**src/rtl/signed_arith_pkg.sv**
```systemverilog
// Shared signed-arithmetic definitions: divider FSM encoding and two's-complement helpers
// used by the divider RTL and the multiplier bench.
package signed_arith_pkg;

  typedef enum logic [1:0] {
    IDLE = 2'd0,
    CALC = 2'd1,
    FIX  = 2'd2,
    DONE = 2'd3
  } div_state_t;

  function automatic logic [31:0] neg32(input logic [31:0] v);
    return ~v + 32'd1;
  endfunction

  // Caller sign-extends narrower operands to 32 bits before calling.
  function automatic logic [31:0] abs32(input logic [31:0] v);
    return v[31] ? neg32(v) : v;
  endfunction

endpackage

```
**src/rtl/signed_divider_if.sv**
```systemverilog
// Request/result handshake bundle for the sequential signed divider.
interface signed_divider_if #(
  parameter int M = 5,
  parameter int N = 3
);
  logic         in_valid;
  logic         in_ready;
  logic [M-1:0] dividend;
  logic [N-1:0] divisor;
  logic         out_valid;
  logic         out_ready;
  logic [M-1:0] quotient;
  logic [N-1:0] remainder;
  logic         div_zero;
  logic         overflow;

  modport master (
    output in_valid, dividend, divisor, out_ready,
    input  in_ready, out_valid, quotient, remainder, div_zero, overflow
  );

  modport slave (
    input  in_valid, dividend, divisor, out_ready,
    output in_ready, out_valid, quotient, remainder, div_zero, overflow
  );
endinterface

```
**src/rtl/signed_divider_step.sv**
```systemverilog
// One restoring division iteration on magnitudes: shift {rem,quo} left, trial-subtract |B|.
module signed_divider_step #(
  parameter int M = 5,
  parameter int N = 3
) (
  input  logic [N:0]   rem_in,
  input  logic [M-1:0] quo_in,
  input  logic [N-1:0] mag_b,
  output logic [N:0]   rem_out,
  output logic [M-1:0] quo_out
);

  logic [N+1:0] shifted;
  logic [N+1:0] trial;

  always_comb begin
    shifted = {rem_in, quo_in[M-1]};
    trial   = shifted - {2'b00, mag_b};
    if (!trial[N+1]) begin
      rem_out = trial[N:0];
      quo_out = {quo_in[M-2:0], 1'b1};
    end else begin
      rem_out = shifted[N:0];
      quo_out = {quo_in[M-2:0], 1'b0};
    end
  end

endmodule

```
**src/rtl/signed_divider.sv**
```systemverilog
// Sequential signed divider: magnitudes divided by restoring steps, signs applied at the end.
//   state | meaning
//   IDLE  | ready for a request; accept captures magnitudes, signs and div0/ovf
//   CALC  | one restoring step per cycle, M cycles
//   FIX   | apply signs / special cases, register the result
//   DONE  | result valid, held until consumer accepts
module signed_divider
  import signed_arith_pkg::*;
#(
  parameter int M = 5,
  parameter int N = 3
) (
  input  logic clk,
  input  logic rst_n,
  signed_divider_if.slave bus
);

  localparam int CW = $clog2(M + 1);

  div_state_t    state;
  logic [CW-1:0] cnt;
  logic [M-1:0]  quo;
  logic [N:0]    rem;
  logic [N-1:0]  mag_b;
  logic [N-1:0]  a_low;
  logic          sa, sb, dz, ov;

  logic [M-1:0]  abs_a;
  logic [N-1:0]  abs_b;
  logic          req_dz, req_ov;
  logic [N:0]    rem_nxt;
  logic [M-1:0]  quo_nxt;

  assign abs_a  = M'(abs32(32'(signed'(bus.dividend))));
  assign abs_b  = N'(abs32(32'(signed'(bus.divisor))));
  assign req_dz = (bus.divisor == '0);
  assign req_ov = (bus.dividend == {1'b1, {(M-1){1'b0}}}) && (bus.divisor == '1);

  signed_divider_step #(.M(M), .N(N)) u_step (
    .rem_in  (rem),
    .quo_in  (quo),
    .mag_b   (mag_b),
    .rem_out (rem_nxt),
    .quo_out (quo_nxt)
  );

  always_ff @(posedge clk or negedge rst_n) begin
    if (!rst_n) begin
      state         <= IDLE;
      cnt           <= '0;
      quo           <= '0;
      rem           <= '0;
      mag_b         <= '0;
      a_low         <= '0;
      sa            <= 1'b0;
      sb            <= 1'b0;
      dz            <= 1'b0;
      ov            <= 1'b0;
      bus.in_ready  <= 1'b1;
      bus.out_valid <= 1'b0;
      bus.quotient  <= '0;
      bus.remainder <= '0;
      bus.div_zero  <= 1'b0;
      bus.overflow  <= 1'b0;
    end else begin
      case (state)
        IDLE: begin
          if (bus.in_valid) begin
            quo          <= abs_a;
            rem          <= '0;
            mag_b        <= abs_b;
            a_low        <= bus.dividend[N-1:0];
            sa           <= bus.dividend[M-1];
            sb           <= bus.divisor[N-1];
            dz           <= req_dz;
            ov           <= req_ov;
            cnt          <= '0;
            bus.in_ready <= 1'b0;
            bus.div_zero <= 1'b0;
            bus.overflow <= 1'b0;
            state        <= CALC;
          end
        end
        CALC: begin
          rem <= rem_nxt;
          quo <= quo_nxt;
          cnt <= cnt + CW'(1);
          if (cnt == CW'(M - 1)) state <= FIX;
        end
        FIX: begin
          // Special cases override the iterated result; the datapath still ran so latency is fixed.
          if (dz) begin
            bus.quotient  <= '1;
            bus.remainder <= a_low;
          end else if (ov) begin
            bus.quotient  <= {1'b1, {(M-1){1'b0}}};
            bus.remainder <= '0;
          end else begin
            bus.quotient  <= (sa ^ sb) ? M'(neg32(32'(quo))) : quo;
            bus.remainder <= sa ? N'(neg32(32'(rem))) : rem[N-1:0];
          end
          bus.div_zero  <= dz;
          bus.overflow  <= ov;
          bus.out_valid <= 1'b1;
          state         <= DONE;
        end
        DONE: begin
          if (bus.out_ready) begin
            bus.out_valid <= 1'b0;
            bus.in_ready  <= 1'b1;
            state         <= IDLE;
          end
        end
        default: state <= IDLE;
      endcase
    end
  end

endmodule
```
**src/flat_wrapper.sv**
```systemverilog
// flat-port wrapper written by rule: the top's interface ports become plain ports
module signed_divider_flat import signed_arith_pkg::*;
#(
  parameter int M = 5,
  parameter int N = 3
)
  (clk, rst_n, bus_in_valid, bus_dividend, bus_divisor, bus_out_ready, bus_in_ready, bus_out_valid, bus_quotient, bus_remainder, bus_div_zero, bus_overflow);
  signed_divider_if #(.M(M), .N(N)) bus_i ();
  input  logic clk;
  input  logic rst_n;
  input wire logic [$bits(bus_i.in_valid)-1:0] bus_in_valid;
  input wire logic [$bits(bus_i.dividend)-1:0] bus_dividend;
  input wire logic [$bits(bus_i.divisor)-1:0] bus_divisor;
  input wire logic [$bits(bus_i.out_ready)-1:0] bus_out_ready;
  output wire logic [$bits(bus_i.in_ready)-1:0] bus_in_ready;
  output wire logic [$bits(bus_i.out_valid)-1:0] bus_out_valid;
  output wire logic [$bits(bus_i.quotient)-1:0] bus_quotient;
  output wire logic [$bits(bus_i.remainder)-1:0] bus_remainder;
  output wire logic [$bits(bus_i.div_zero)-1:0] bus_div_zero;
  output wire logic [$bits(bus_i.overflow)-1:0] bus_overflow;
  assign bus_i.in_valid = bus_in_valid;
  assign bus_i.dividend = bus_dividend;
  assign bus_i.divisor = bus_divisor;
  assign bus_i.out_ready = bus_out_ready;
  assign bus_in_ready = bus_i.in_ready;
  assign bus_out_valid = bus_i.out_valid;
  assign bus_quotient = bus_i.quotient;
  assign bus_remainder = bus_i.remainder;
  assign bus_div_zero = bus_i.div_zero;
  assign bus_overflow = bus_i.overflow;
  signed_divider #(.M(M), .N(N)) u_core (.clk(clk), .rst_n(rst_n), .bus(bus_i));
endmodule
```
**config.mk**
```make
export PLATFORM = sky130hd
export DESIGN_NAME = signed_divider_flat
export DESIGN_NICKNAME = d
export VERILOG_FILES = /design/src/rtl/signed_arith_pkg.sv /design/src/rtl/signed_divider_if.sv /design/src/rtl/signed_divider_step.sv /design/src/rtl/signed_divider.sv /design/src/flat_wrapper.sv
export SDC_FILE = /design/constraint.sdc
export NUM_CORES = 1
export LEC_CHECK = 0
export ABC_AREA = 1
export CAP_MARGIN = 30
export CELL_PAD_IN_SITES_DETAIL_PLACEMENT = 0
export CELL_PAD_IN_SITES_GLOBAL_PLACEMENT = 2
export CORE_MARGIN = 2
export CORE_UTILIZATION = 38
export CTS_BUF_LIST = sky130_fd_sc_hd__clkbuf_8
export CTS_CLUSTER_SIZE = 40
export DETAILED_ROUTE_END_ITERATION = 8
export DONT_BUFFER_PORTS = 1
export PLACE_DENSITY = 0.83
export SLEW_MARGIN = 20
export SYNTH_ARGS = -nofsm -noshare
export SYNTH_HDL_FRONTEND = slang
export SYNTH_SLANG_ARGS = --single-unit
```
**constraint.sdc**
```tcl
create_clock -name clk -period 2.4 [get_ports clk]
set_input_delay 0.24 -clock clk [delete_from_list [all_inputs] [get_ports clk]]
set_output_delay 0.24 -clock clk [all_outputs]
set_load 0.05 [all_outputs]
```
==> results.sh <==
export IMPL_status="finished clean"
export IMPL_num_nets_final=290
export IMPL_core_sq_um=5107
export IMPL_endpoint="u_core.rem[0]"
export IMPL_synth_top_area_share_pct=43.70
export IMPL_first_global_vias=1624
export IMPL_firstDrtPassIters=4
export IMPL_fin_ws_ns=0.4634
export IMPL_cp_top_family="adder cells"
export IMPL_cp_depth=12
export IMPL_yosysSeqAreaShare_pct=45.01
export IMPL_grt_util_all_layers_pct=17.13
export IMPL_synth_seq_cells=36
export IMPL_end_kind="flip-flop"
export IMPL_synth_area_leader_cell="dfrtp_1"
export IMPL_synthMuxAreaShare_pct=0
export IMPL_worst_path_buf_inv=3
export IMPL_post_synth_xor_area_fraction_pct=1.748
export IMPL_dpl_worst_slack_ns=0.4508
export IMPL_drive_gt1_share_pct=7.197
export IMPL_reg2reg_slack_ns=0.46
export IMPL_worstSetupPathType="reg2reg"
export IMPL_ios=24
export IMPL_die_h_um=76.63
export IMPL_max_vdd_ir_drop_mv=0.6211
export IMPL_die_w_um=76.63
export IMPL_synth_cells=254
export IMPL_synth_edf_count=0
export IMPL_r2r_start="u_core.quo[4]"
export IMPL_max_freq_mhz=516.4
export IMPL_grt_setup_unrepaired="no"
export IMPL_initial_core_util_pct=39.25
export IMPL_crit_start="u_core.quo[4]"
export IMPL_p_leak_nw=1.145
export IMPL_postCtsSetupBuffers=0
export IMPL_yosys_top_cells_count="nand2_1 (68), inv_1 (38), dfrtp_1 (35)"
export IMPL_area_growth_syn_to_layout_pct=12.48
export IMPL_finClkSkew_ns=0.007463
export IMPL_vias=1581
export IMPL_synth_flop_cell="dfrtp_1"
export IMPL_viasPerCell=4.734
export IMPL_synthAdderAreaFrac_pct=9.738
export IMPL_synthArstFlopShare_pct=100.0
export IMPL_crit_required_ns=2.58
export IMPL_worstSkewPairLatency_ns=0.28
export IMPL_clk_path_buf_depth=2
export IMPL_synthSimpleGateAreaFrac_pct=22.60
export IMPL_yosysUniqueCellTypes=23
export IMPL_ant_nets=0
export IMPL_hold_viol=0
export IMPL_hp_start="bus_out_ready"
export IMPL_grt_pass1_wl_um=7928
export IMPL_grt_overflow_total=0
export IMPL_portBuffers=0
export IMPL_routed_wl_um=4421
export IMPL_final_max_slew_violation_count=0
export IMPL_cap_violations=0
export IMPL_gp_congestion=0.7663
export IMPL_critical_path_startpoint_type="flip-flop"
export IMPL_cts_tree="built"
export IMPL_worstMarginPinSlew_ns=0.4884
export IMPL_crit_arrival_ns=2.11
export IMPL_synth_top_family_by_area="simple AND/OR/NAND/NOR gates"
export IMPL_path_cells="inv_1, ha_1, inv_1, fa_1, nand2_1, nand3_1, inv_1, nand2_1, nand2_1, nand2_1, nand3_1, nand2_1"
export IMPL_synth_area_top_cells="dfrtp_1 (44%), nand2_1 (13%), ha_1 (8.7%), inv_1 (7.1%), nand3_1 (6.5%)"
export IMPL_clkSlewWorstSetupHoldPaths_ns=0.08
export IMPL_wl_per_cell_um=13.24
export IMPL_crit_top_cell="nand2_1"
export IMPL_ys_warn_count=0
export IMPL_slowest_delay_ns=0.45
export IMPL_power_density_nw_per_um2=1520
export IMPL_grt_max_degree=37
export IMPL_fin_crit_ns=1.937
export IMPL_cts_buffers=5
export IMPL_timing_final_crit_share_pct=80.69
export IMPL_fin_setup_tns_ns=0
export IMPL_num_antenna_cells=0
export IMPL_syn_area_per_cell_sq_um=7.891
export IMPL_drt_iter0_drc=88
export IMPL_cpMaxStageDelayCell="fa_1"
export IMPL_ctsHtreeMaxLevel=2
export IMPL_dpl_hpwl_um=3401
export IMPL_finalSetupViolCount=0
export IMPL_synthesis_area_sq_um=2004
export IMPL_hold_path_class="in2reg"
export IMPL_root_buffer="clkbuf_8"
export IMPL_post_route_drc_count=0
export IMPL_die_area_sq_um=5871
export IMPL_synth_nets=281
export IMPL_synth_compound_area_share_pct=12.80
export IMPL_path_max_fanout=5
export IMPL_slew_limit_headroom_pct=67.44
export IMPL_r2r_cells=12
export IMPL_timing_rr_end="u_core.rem[0]"
export IMPL_row_count=26
export IMPL_antenna_found_initial=0
export IMPL_cts_sinks=36
export IMPL_yosysMostFrequentCell="nand2_1"
cells by family (layout without fill, tap and decap cells):
kind of cell             Yosys count  in the layout
AO/OA/AOI/OAI                     46             46
adder cells (fa/ha/maj)           15             15
flip-flops                        36             36
buffers and inverters             43             53
AND/OR/NAND/NOR                  110            110
XOR/XNOR                           4              4
final cells by class:
class / instances / area [sq um]
timing repair buffer: 4 / 45.04
fill: 542 / 2853
sequential: 36 / 902.1
tap: 70 / 87.58
inverter: 41 / 153.9
clock inverter: 1 / 30.03
clock buffer: 7 / 96.34
multi-input combinational: 175 / 939.7
state kept, by name, summed over array words and instances, names as in the netlist, 2 cells and up:
| name | cells |
|---|---|
| u_core.a_low | 3 |
| u_core.state | 2 |
| u_core.cnt | 3 |
| u_core.quo | 5 |
| u_core.bus.quotient | 5 |
| u_core.rem | 4 |
| u_core.mag_b | 3 |
| u_core.bus.remainder | 3 |
worst min path at each step:
stage,end,slack [ns],depth (start not counted)
2_1_floorplan,u_core.a_low[0],-0.06,0
3_3_place_gp,u_core.state[0],-0.05,0
3_5_place_dp,u_core.state[0],-0.05,0
4_1_cts,u_core.bus.out_valid,0.02,1
5_1_grt,u_core.bus.out_valid,0.02,1
6_report,u_core.bus.out_valid,0.03,1
layout by cell type (no fill, tap or decap):
cell type,netlist,routed
nand2_1,68,68
inv_1,38,38
dfrtp_1,35,35
nand3_1,26,26
o21ai_0,20,20
ha_1,14,14
nor2_1,13,13
a21oi_1,13,13
clkbuf_8,0,7
o21ai_1,4,4
o22ai_1,4,4
inv_2,3,3
o211ai_1,3,3
xor2_1,3,3
buf_4,0,2
nor2_2,1,1
nand2_2,1,1
o21ai_4,1,1
or2_2,1,1
o21bai_1,1,1
xnor2_1,1,1
fa_1,1,1
bufinv_16,0,1
buf_12,0,1
dlygate4sd3_1,0,1
dfstp_2,1,1
per-stage QoR:
step                      hold WS, ns  instances  utilization (%)  instance area [sq um]  total power [mW]
after CTS                     0.01577        334            44.15                   2255             3.478
after global placement       -0.05483        324            41.08                   2098             2.852
after global routing          0.01781        334            44.15                   2255             3.819
after floorplan              -0.05559        254                -                   2004             2.470
final                         0.02733        334            44.15                   2255             3.427
after detailed placement     -0.05466        324            41.08                   2098             2.855
what timing repair did:
| action | 4_1_cts | 5_1_grt |
|---|---|---|
| endpoints found under the hold margin | 36 | 0 |
| resized for setup | 0 | 0 |
| hold buffers | 2 | 0 |
per-layer routing:
| metal | routed length, um | up-vias | track usage (%) |
|---|---|---|---|
| met5 | 0 | - | 0 |
| met3 | 187 | 2 | 4.265 |
| met2 | 2057 | 24 | 28.67 |
| met4 | 25 | 0 | 4.909 |
| met1 | 2150 | 723 | 21.95 |
| li1 | - | 832 | - |
report_power, final:
part	switching [mW]	total, mW	internal, mW	leakage (nW)
combinational	0.970	1.50	0.528	0.632
clock	0.218	0.585	0.367	0.0645
sequential	0.469	1.34	0.875	0.448
total	1.66	3.43	1.77	1.14
Note: power is estimated with default switching activity, not from simulation.
